$ cat config.mk
export PLATFORM = sky130hd
export DESIGN_NAME = lcd_hd44780_ctrl
export DESIGN_NICKNAME = d
export VERILOG_FILES = /design/src/rtl/lcd_hd44780_ctrl.sv
export SDC_FILE = /design/constraint.sdc
export NUM_CORES = 1
export LEC_CHECK = 0
export BUFFER_PORTS_ARGS = -buffer_cell sky130_fd_sc_hd__buf_2
export CAP_MARGIN = 10
export CELL_PAD_IN_SITES_DETAIL_PLACEMENT = 0
export CELL_PAD_IN_SITES_GLOBAL_PLACEMENT = 2
export CORE_MARGIN = 2
export CORE_UTILIZATION = 30
export DETAILED_ROUTE_END_ITERATION = 8
export PLACE_DENSITY = 0.74
export RECOVER_POWER = 25
export SYNTH_ARGS = -nofsm -noshare
export SYNTH_HDL_FRONTEND = slang
export SYNTH_SLANG_ARGS = --single-unit
$ cat constraint.sdc
create_clock -name clk -period 5.45 [get_ports clk]
set_clock_uncertainty 0.1 [all_clocks]
set_input_delay 0 -clock clk [delete_from_list [all_inputs] [get_ports clk]]
set_output_delay 0 -clock clk [all_outputs]
set_load 0.05 [all_outputs]
$ cat src/rtl/lcd_hd44780_ctrl.sv
// lcd_hd44780_ctrl: HD44780 write-only controller with power-up init sequence and byte command port
module lcd_hd44780_ctrl #(
  parameter int unsigned CLK_HZ     = 100_000_000,
  parameter int unsigned BUS_WIDTH  = 4,
  parameter int unsigned TWO_LINE   = 1,
  parameter int unsigned POWERUP_US = 20000,
  parameter int unsigned EXEC_US    = 50,
  parameter int unsigned CLEAR_US   = 2000
) (
  input  logic                 clk,
  input  logic                 nrst,
  input  logic                 cmd_valid,
  input  logic                 cmd_rs,
  input  logic [7:0]           cmd_data,
  output logic                 cmd_ready,
  output logic                 init_done,
  output logic                 lcd_rs,
  output logic                 lcd_rw,
  output logic                 lcd_e,
  output logic [BUS_WIDTH-1:0] lcd_data
);
  localparam int unsigned TICK = CLK_HZ / 1_000_000;
  localparam logic [31:0] TICK_C = 32'(TICK);
  localparam logic [31:0] PWR_C = 32'(POWERUP_US * TICK);
  localparam logic [3:0] FB = BUS_WIDTH == 8 ? 4'd3 : 4'd4;
  localparam logic [3:0] LAST = FB + 4'd4;
  localparam logic [7:0] FSET = 8'h20 | (BUS_WIDTH == 8 ? 8'h10 : 8'h00) | (TWO_LINE != 0 ? 8'h08 : 8'h00);
  typedef enum logic [2:0] {PWR_WAIT, INIT, IDLE, SETUP, E_HIGH, HOLD, EXEC_WAIT} state_t;
  state_t state;
  logic [31:0] cnt, wait_clks, lim, src_us, rom_us;
  logic [3:0] step, rom_idx, lo_r;
  logic [7:0] rom_byte, src_byte;
  logic two, second, done, start, src_two, src_rs;
  function automatic logic [31:0] wait_us(input logic rs, input logic [5:0] hi);
    return (!rs && hi == 6'd0) ? 32'(CLEAR_US) : 32'(EXEC_US);
  endfunction
  assign lcd_rw = 1'b0;
  always_comb begin
    rom_idx = state == PWR_WAIT ? 4'd0 : step + 4'd1;
    rom_byte = rom_idx < FB ? ((BUS_WIDTH == 4 && rom_idx == 4'd3) ? 8'h20 : 8'h30) :
               rom_idx == FB ? FSET :
               rom_idx == FB + 4'd1 ? 8'h08 :
               rom_idx == FB + 4'd2 ? 8'h01 :
               rom_idx == FB + 4'd3 ? 8'h06 : 8'h0c;
    rom_us = rom_idx == 4'd0 ? 32'd4100 : rom_idx < FB ? 32'd100 : wait_us(1'b0, rom_byte[7:2]);
    src_byte = state == IDLE ? cmd_data : rom_byte;
    src_rs = state == IDLE && cmd_rs;
    src_two = BUS_WIDTH == 4 && (state == IDLE || rom_idx >= FB);
    src_us = state == IDLE ? wait_us(cmd_rs, cmd_data[7:2]) : rom_us;
    lim = state == PWR_WAIT ? PWR_C : (state == INIT || state == EXEC_WAIT) ? wait_clks : TICK_C;
    done = cnt == lim - 32'd1;
    start = (cmd_valid && cmd_ready) || (done && (state == PWR_WAIT || (state == INIT && step != LAST)));
  end
  always_ff @(posedge clk or negedge nrst) begin
    if (!nrst) begin
      state     <= PWR_WAIT;
      cnt       <= '0;
      wait_clks <= '0;
      step      <= '0;
      lo_r      <= '0;
      two       <= 1'b0;
      second    <= 1'b0;
      cmd_ready <= 1'b0;
      init_done <= 1'b0;
      lcd_rs    <= 1'b0;
      lcd_e     <= 1'b0;
      lcd_data  <= '0;
    end else begin
      cnt <= (done || start || state == IDLE) ? '0 : cnt + 32'd1;
      if (start) begin
        state     <= SETUP;
        if (state != IDLE) step <= rom_idx;
        lo_r      <= src_byte[3:0];
        two       <= src_two;
        second    <= 1'b0;
        wait_clks <= src_us * TICK_C;
        cmd_ready <= 1'b0;
        lcd_rs    <= src_rs;
        lcd_data  <= BUS_WIDTH'(BUS_WIDTH == 8 ? src_byte : src_byte >> 4);
      end else begin
        case (state)
          SETUP: if (done) begin
            state <= E_HIGH;
            lcd_e <= 1'b1;
          end
          E_HIGH: if (done) begin
            state <= HOLD;
            lcd_e <= 1'b0;
          end
          HOLD: if (done) begin
            if (two && !second) begin
              second   <= 1'b1;
              lcd_data <= BUS_WIDTH'(lo_r);
              state    <= SETUP;
            end else state <= init_done ? EXEC_WAIT : INIT;
          end
          INIT, EXEC_WAIT: if (done) begin
            state     <= IDLE;
            init_done <= 1'b1;
            cmd_ready <= 1'b1;
            lcd_rs    <= 1'b0;
            lcd_data  <= '0;
          end
          default: ;
        endcase
      end
    end
  end
endmodule

Word-level counts from Yosys, hierarchy flattened. Cells that the tools add are included.

$add $sub $neg: 3. $mul: 1. Magnitude comparators: 2. Equal/unequal tests: 21. Muxes and demuxes: 40. Bitwise operators: 1. Reductions and logical operators: 33.

Operators with widths (number): $mux W32 (3); $mux W11 (3); $add A32 B1 Y32 const B (1); $eq A32 B32 Y1 (1); $mux W4 (8); $sub A32 B1 Y32 const B (1); $mux W13 (2); $mux W3 (7); $mul A13 B5 Y18 const B (1); $eq A4 B3 Y1 const B (4); $ne A3 B3 Y1 const B (5); $logic_not A6 Y1 (2); $mux W6 (2); $pmux W3 S4 (1); $mux W1 (10); $reduce_bool A2 Y1 (5); $eq A3 B3 Y1 const B (3); $mux W8 (1); $pmux W4 S2 (1); $reduce_and A4 Y1 (2); $eq A3 B2 Y1 const B (2); $logic_and A1 B1 Y1 (6); $logic_or A1 B1 Y1 (6); $reduce_and A3 Y1 (2); other kinds (19) (22).

Register bits: 83.

Longest topological paths before layout.
Depth after elaboration: 14. Mapped depth: 25.

Least setup slack after synthesis. Ideal clock, no wire load.

Path type: reg-to-reg. From: reg state[1]. To: reg wait_clks[15]. Library setup time: 0.125 ns. Arrival time: 4.567 ns. Data required time: 5.225 ns. Path slack: 0.658 ns. Stages on the path, launching flop included: 20. Buffers on the path: 3. Clock period less this slack: 4.792 ns. Cell sequence: dfrtp_1 -> buf_2 -> clkbuf_1 -> nor3b_1 -> or2_2 -> clkbuf_1 -> inv_1 -> nor2_1 -> nor2_1 -> ha_1 -> inv_1 -> fa_1 -> fa_1 -> inv_1 -> ha_1 -> a21o_1 -> a211oi_1 -> nor2_1 -> xor2_1 -> mux2_2.

Elaborated cells on any way between the ends: 33.

RTL lines: start: declaration (RTL line 29) `state_t state;`; start signal: assignment (RTL line 95) `end else state <= init_done ? EXEC_WAIT : INIT;`; $logic_not A3 Y1 (RTL line 39) `rom_idx = state == PWR_WAIT ? 4'd0 : step + 4'd1;`; $mux W4 (RTL line 39); $lt A4 B3 Y1 (RTL line 45) `rom_us = rom_idx == 4'd0 ? 32'd4100 : rom_idx < FB ? 32'd100 : wait_us(1'b0, rom_byte[7:2]);`; $mux W11 (RTL line 45); $mux W13 (RTL line 45); $mux W13 * (RTL line 49) `src_us = state == IDLE ? wait_us(cmd_rs, cmd_data[7:2]) : rom_us;`; via src_us[2] (RTL line 30) `logic [31:0] cnt, wait_clks, lim, src_us, rom_us;`; $mul A13 B5 Y18 * (RTL line 76) `wait_clks <= src_us * TICK_C;`; end signal: assignment (RTL line 76); end: declaration (RTL line 30).

Mark *: on every way through the listed nets, which the timed path passes. The rest lies on a longest branch. A chain may end at the register's enable or synchronous reset.

Worst setup path in the final report.
From: reg step[0]. To: reg wait_clks[15].

Word-level cells in the longest chain between the ends: 14. Elaborated cells on any way between the ends: 26.

Ends and longest elaborated chain: start: declaration (RTL line 31) `logic [3:0] step, rom_idx, lo_r;`; start signal: assignment (RTL line 72) `if (state != IDLE) step <= rom_idx;`; $add A4 B1 Y4 * (RTL line 39); $mux W4 * (RTL line 39); $eq A4 B3 Y1 (RTL line 44) `rom_idx == FB + 4'd3 ? 8'h06 : 8'h0c;`; $mux W4 (RTL line 44); $mux W4 (RTL line 43) `rom_idx == FB + 4'd2 ? 8'h01 :`; $mux W4 (RTL line 42) `rom_idx == FB + 4'd1 ? 8'h08 :`; $mux W6 (RTL line 41) `rom_idx == FB ? FSET :`; $mux W6 (RTL line 40) `rom_byte = rom_idx < FB ? ((BUS_WIDTH == 4 && rom_idx == 4'd3) ? 8'h20 : 8'h30) :`; $logic_not A6 Y1 (RTL line 35) `return (!rs && hi == 6'd0) ? 32'(CLEAR_US) : 32'(EXEC_US);`; $mux W11 (RTL line 35); $mux W11 (RTL line 45); $mux W13 * (RTL line 45); $mux W13 * (RTL line 49); via src_us[1] (RTL line 30); $mul A13 B5 Y18 * (RTL line 76).

Marks and branches as above.

==> impl_metrics.csv <==
group,metric,value,unit
grt,grt_pass1_wl,27080,um
place,dp_hpwl,12240,um
critical_path,cp-end-kind,"flip-flop",
worst_hold_path,holdPathStages,4,
drt,wl,16480,um
timing,max_freq,196.1,MHz
synthesis,synth-main-ff-cell,"dfrtp_1",
synthesis,synthTopCellsByArea,"dfrtp_1 (31%), ha_1 (6.3%), nor2_1 (6.0%), xnor2_1 (4.6%), nand2_1 (3.8%)",
critical_path,crit_arrival,5.22,ns
layout,drive_above_1_share,9.957,%
synthesis,ys_top_cells_by_count,"nor2_1 (89), dfrtp_1 (69), nand2_1 (57), inv_1 (35)",
clock_tree,cts_setup_buffers,0,
die,die-area,19670,sq um
run_status,violations,"capacitance limit, slew limit",
drt,firstDrtPassIters,4,
clock_tree,cts.clk_slew.worst_paths,0.06,ns
critical_path,r2r_cells,20,
die,die_h,140.3,um
drt,wl_per_cell,17.87,um
power,leakage,2.750,nW
synthesis,syn-num-nets,717,
synthesis,synthArstFlopShare,100.0,%
timing,setup_viol,0,
die,die_w,140.3,um
worst_hold_path,hold_path_class,"in2reg",
synthesis,ys_seq_elements,69,
die,start_util,30.80,%
place,finalWeightedCongestion,0.8843,
grt,grt_pass1_vias,4961,
critical_path,crit_required,5.58,ns
power,peakVddDrop,0.2286,mV
clock_tree,worstSkewPairLatency,0.34,ns
timing,fin_crit,5.098,ns
layout,area_growth,12.94,%
clock_tree,cts_root_buffer,"clkbuf_16",
clock_tree,cts_buffers,9,
power,power_density,558.8,nW/um^2
place,port_buffers,19,
die,rows,49,
clock_tree,htreeDepth,3,
synthesis,syn_inst,673,
timing,tns,0,ns
critical_path,critPathKind,"reg2reg",
timing,rsz0062_at_grt,"no",
grt,grt_overflow,0,
drt,avgViaCountPerCell,5.402,
drt,drcViolationCount,0,
clock_tree,cts_tree,"yes",
synthesis,yosysSeqAreaShare,31.00,%
die,coreArea,18090,sq um
grt,track_usage,17.41,%
layout,antenna_cells,0,
layout,final_cell_area,6291,sq um
drt,ant_nets,0,
die,io_pins,21,
synthesis,synth-edff-count,0,
synthesis,synth_most_common_cell,"nor2_1",
critical_path,crit_fanout,8,
critical_path,startpoint_type,"flip-flop",
drt,drt-initial-drc-count,359,
run_status,outcome,"finished, violations left",
synthesis,syn-cell-area,5570,sq um
clock_tree,clock_path_buffers,2,
timing,worst_pin_slew,3.875,ns
synthesis,yosys_warnings,0,
synthesis,synth_top_area_share,31.00,%
timing,fin_crit_sh,93.55,%
synthesis,synth_cell_types,75,
synthesis,yosys.area.top_type,"dfrtp_1",
timing,hold_violations,0,
clock_tree,cts.sinks,69,
timing,drv_slew,70,
place,dpl-instance-area,5854,sq um
layout,nNetsFinal,732,
timing,slew_headroom,-158.4,%
run,cap_violations,1,
critical_path,r2r_setup_slack,0.35,ns
synthesis,syn_area_per_cell,8.277,sq um
grt,grt_max_degree,70,
drt,vias,4981,
grt,antenna_found_initial,0,
-- placed cells by master, fill, tap and decap left out, types with 19 or more instances in the layout --
master,instances
nor2_1,89
dfrtp_1,69
nand2_1,57
inv_1,35
a21oi_1,33
o21ai_0,33
xnor2_1,29
ha_1,28
nand3_1,25
nor3_1,22
xor2_1,19
-- power by group --
group | switching (mW) | total [mW] | leakage, nW | internal [mW]
Combinational | 1.23 | 2.01 | 1.69 | 0.781
Sequential | 0.211 | 0.838 | 0.902 | 0.627
Clock | 0.236 | 0.663 | 0.162 | 0.426
Total | 1.68 | 3.52 | 2.75 | 1.84
-- cell type report --
| cell class | instances | area (sq um) |
|---|---|---|
| Inverter | 35 | 131.4 |
| Multi-Input combinational cell | 528 | 3508 |
| Timing Repair Buffer | 45 | 304.0 |
| Fill cell | 1874 | 11800 |
| Clock buffer | 11 | 252.7 |
| Sequential cell | 69 | 1727 |
| Clock inverter | 5 | 81.33 |
| Tap cell | 229 | 286.5 |
-- final timing paths --
kind / start / endpoint
min in group asynchronous: nrst / cnt[9]$_DFF_PN0_
worst min register to register: cnt[0]$_DFF_PN0_ / cnt[0]$_DFF_PN0_
worst max-delay path: step[0]$_DFFE_PN0P_ / wait_clks[15]$_DFFE_PN0P_
worst min-delay path: cmd_data[5] / lcd_data[1]$_DFFE_PN0P_
max in group asynchronous: nrst / wait_clks[14]$_DFFE_PN0P_
worst max register to register: step[0]$_DFFE_PN0P_ / wait_clks[15]$_DFFE_PN0P_
-- kinds of logic after synthesis --
logic type               Yosys count  synth area share, %
AO/OA/AOI/OAI                    138                16.67
XOR/XNOR                          51                8.760
adder cells (fa/ha/maj)           32                7.727
buffers and inverters             76                6.222
flip-flops                        69                31.00
multiplexers                      15                2.965
other                              1              0.06732
AND/OR/NAND/NOR                  291                26.60
-- flip-flops by register name (all words and copies together), names as in the netlist --
register,cells
cmd_ready,1
cnt,32
init_done,1
lcd_data,4
lcd_e,1
lcd_rs,1
lo_r,4
second,1
state,3
step,4
two,1
wait_clks,16
-- repair_timing --
action / CTS / global route
setup endpoints to repair: 0 / 1
hold endpoints to repair: 78 / 0
resized for setup: 0 / 1
hold buffers: 11 / 0
-- critical path, cell delays in order, from the launching register on --
cell and delay (ns):
dfrtp_1 0.47, ha_1 0.25, inv_1 0.09, nor3_1 0.20, a21oi_1 0.06, or2_2 0.32, nor4_2 0.28, a31o_2 0.26
nor2_1 0.12, nor2_1 0.29, ha_1 0.23, inv_1 0.05, fa_1 0.47, fa_1 0.52, inv_1 0.04, ha_1 0.33
a21o_1 0.19, a211oi_1 0.23, nor2_1 0.07, xor2_1 0.14, mux2_2 0.25
-- metal layers --
metal | global-route usage [%] | part of all wire [%]
met5 | 0 | 0
met1 | 25.05 | 49
met3 | 2.291 | 4.0
met4 | 7.390 | 2.9
met2 | 26.21 | 44
-- stage by stage --
stage	hold WS, ns	utilization, %	worst slack, ns	total power, mW	instances
finish	0.1194	34.78	0.3516	3.515	922
global placement	0.1720	32.37	0.5140	2.814	895
detailed placement	0.1838	32.37	0.3300	2.834	895
floorplan	-0.3956	-	0.6581	2.266	673
global route	0.1323	34.78	0.04121	3.810	922
CTS	0.1061	34.83	0.3139	3.530	922
No activity file was read; power rests on OpenSTA's default activity.
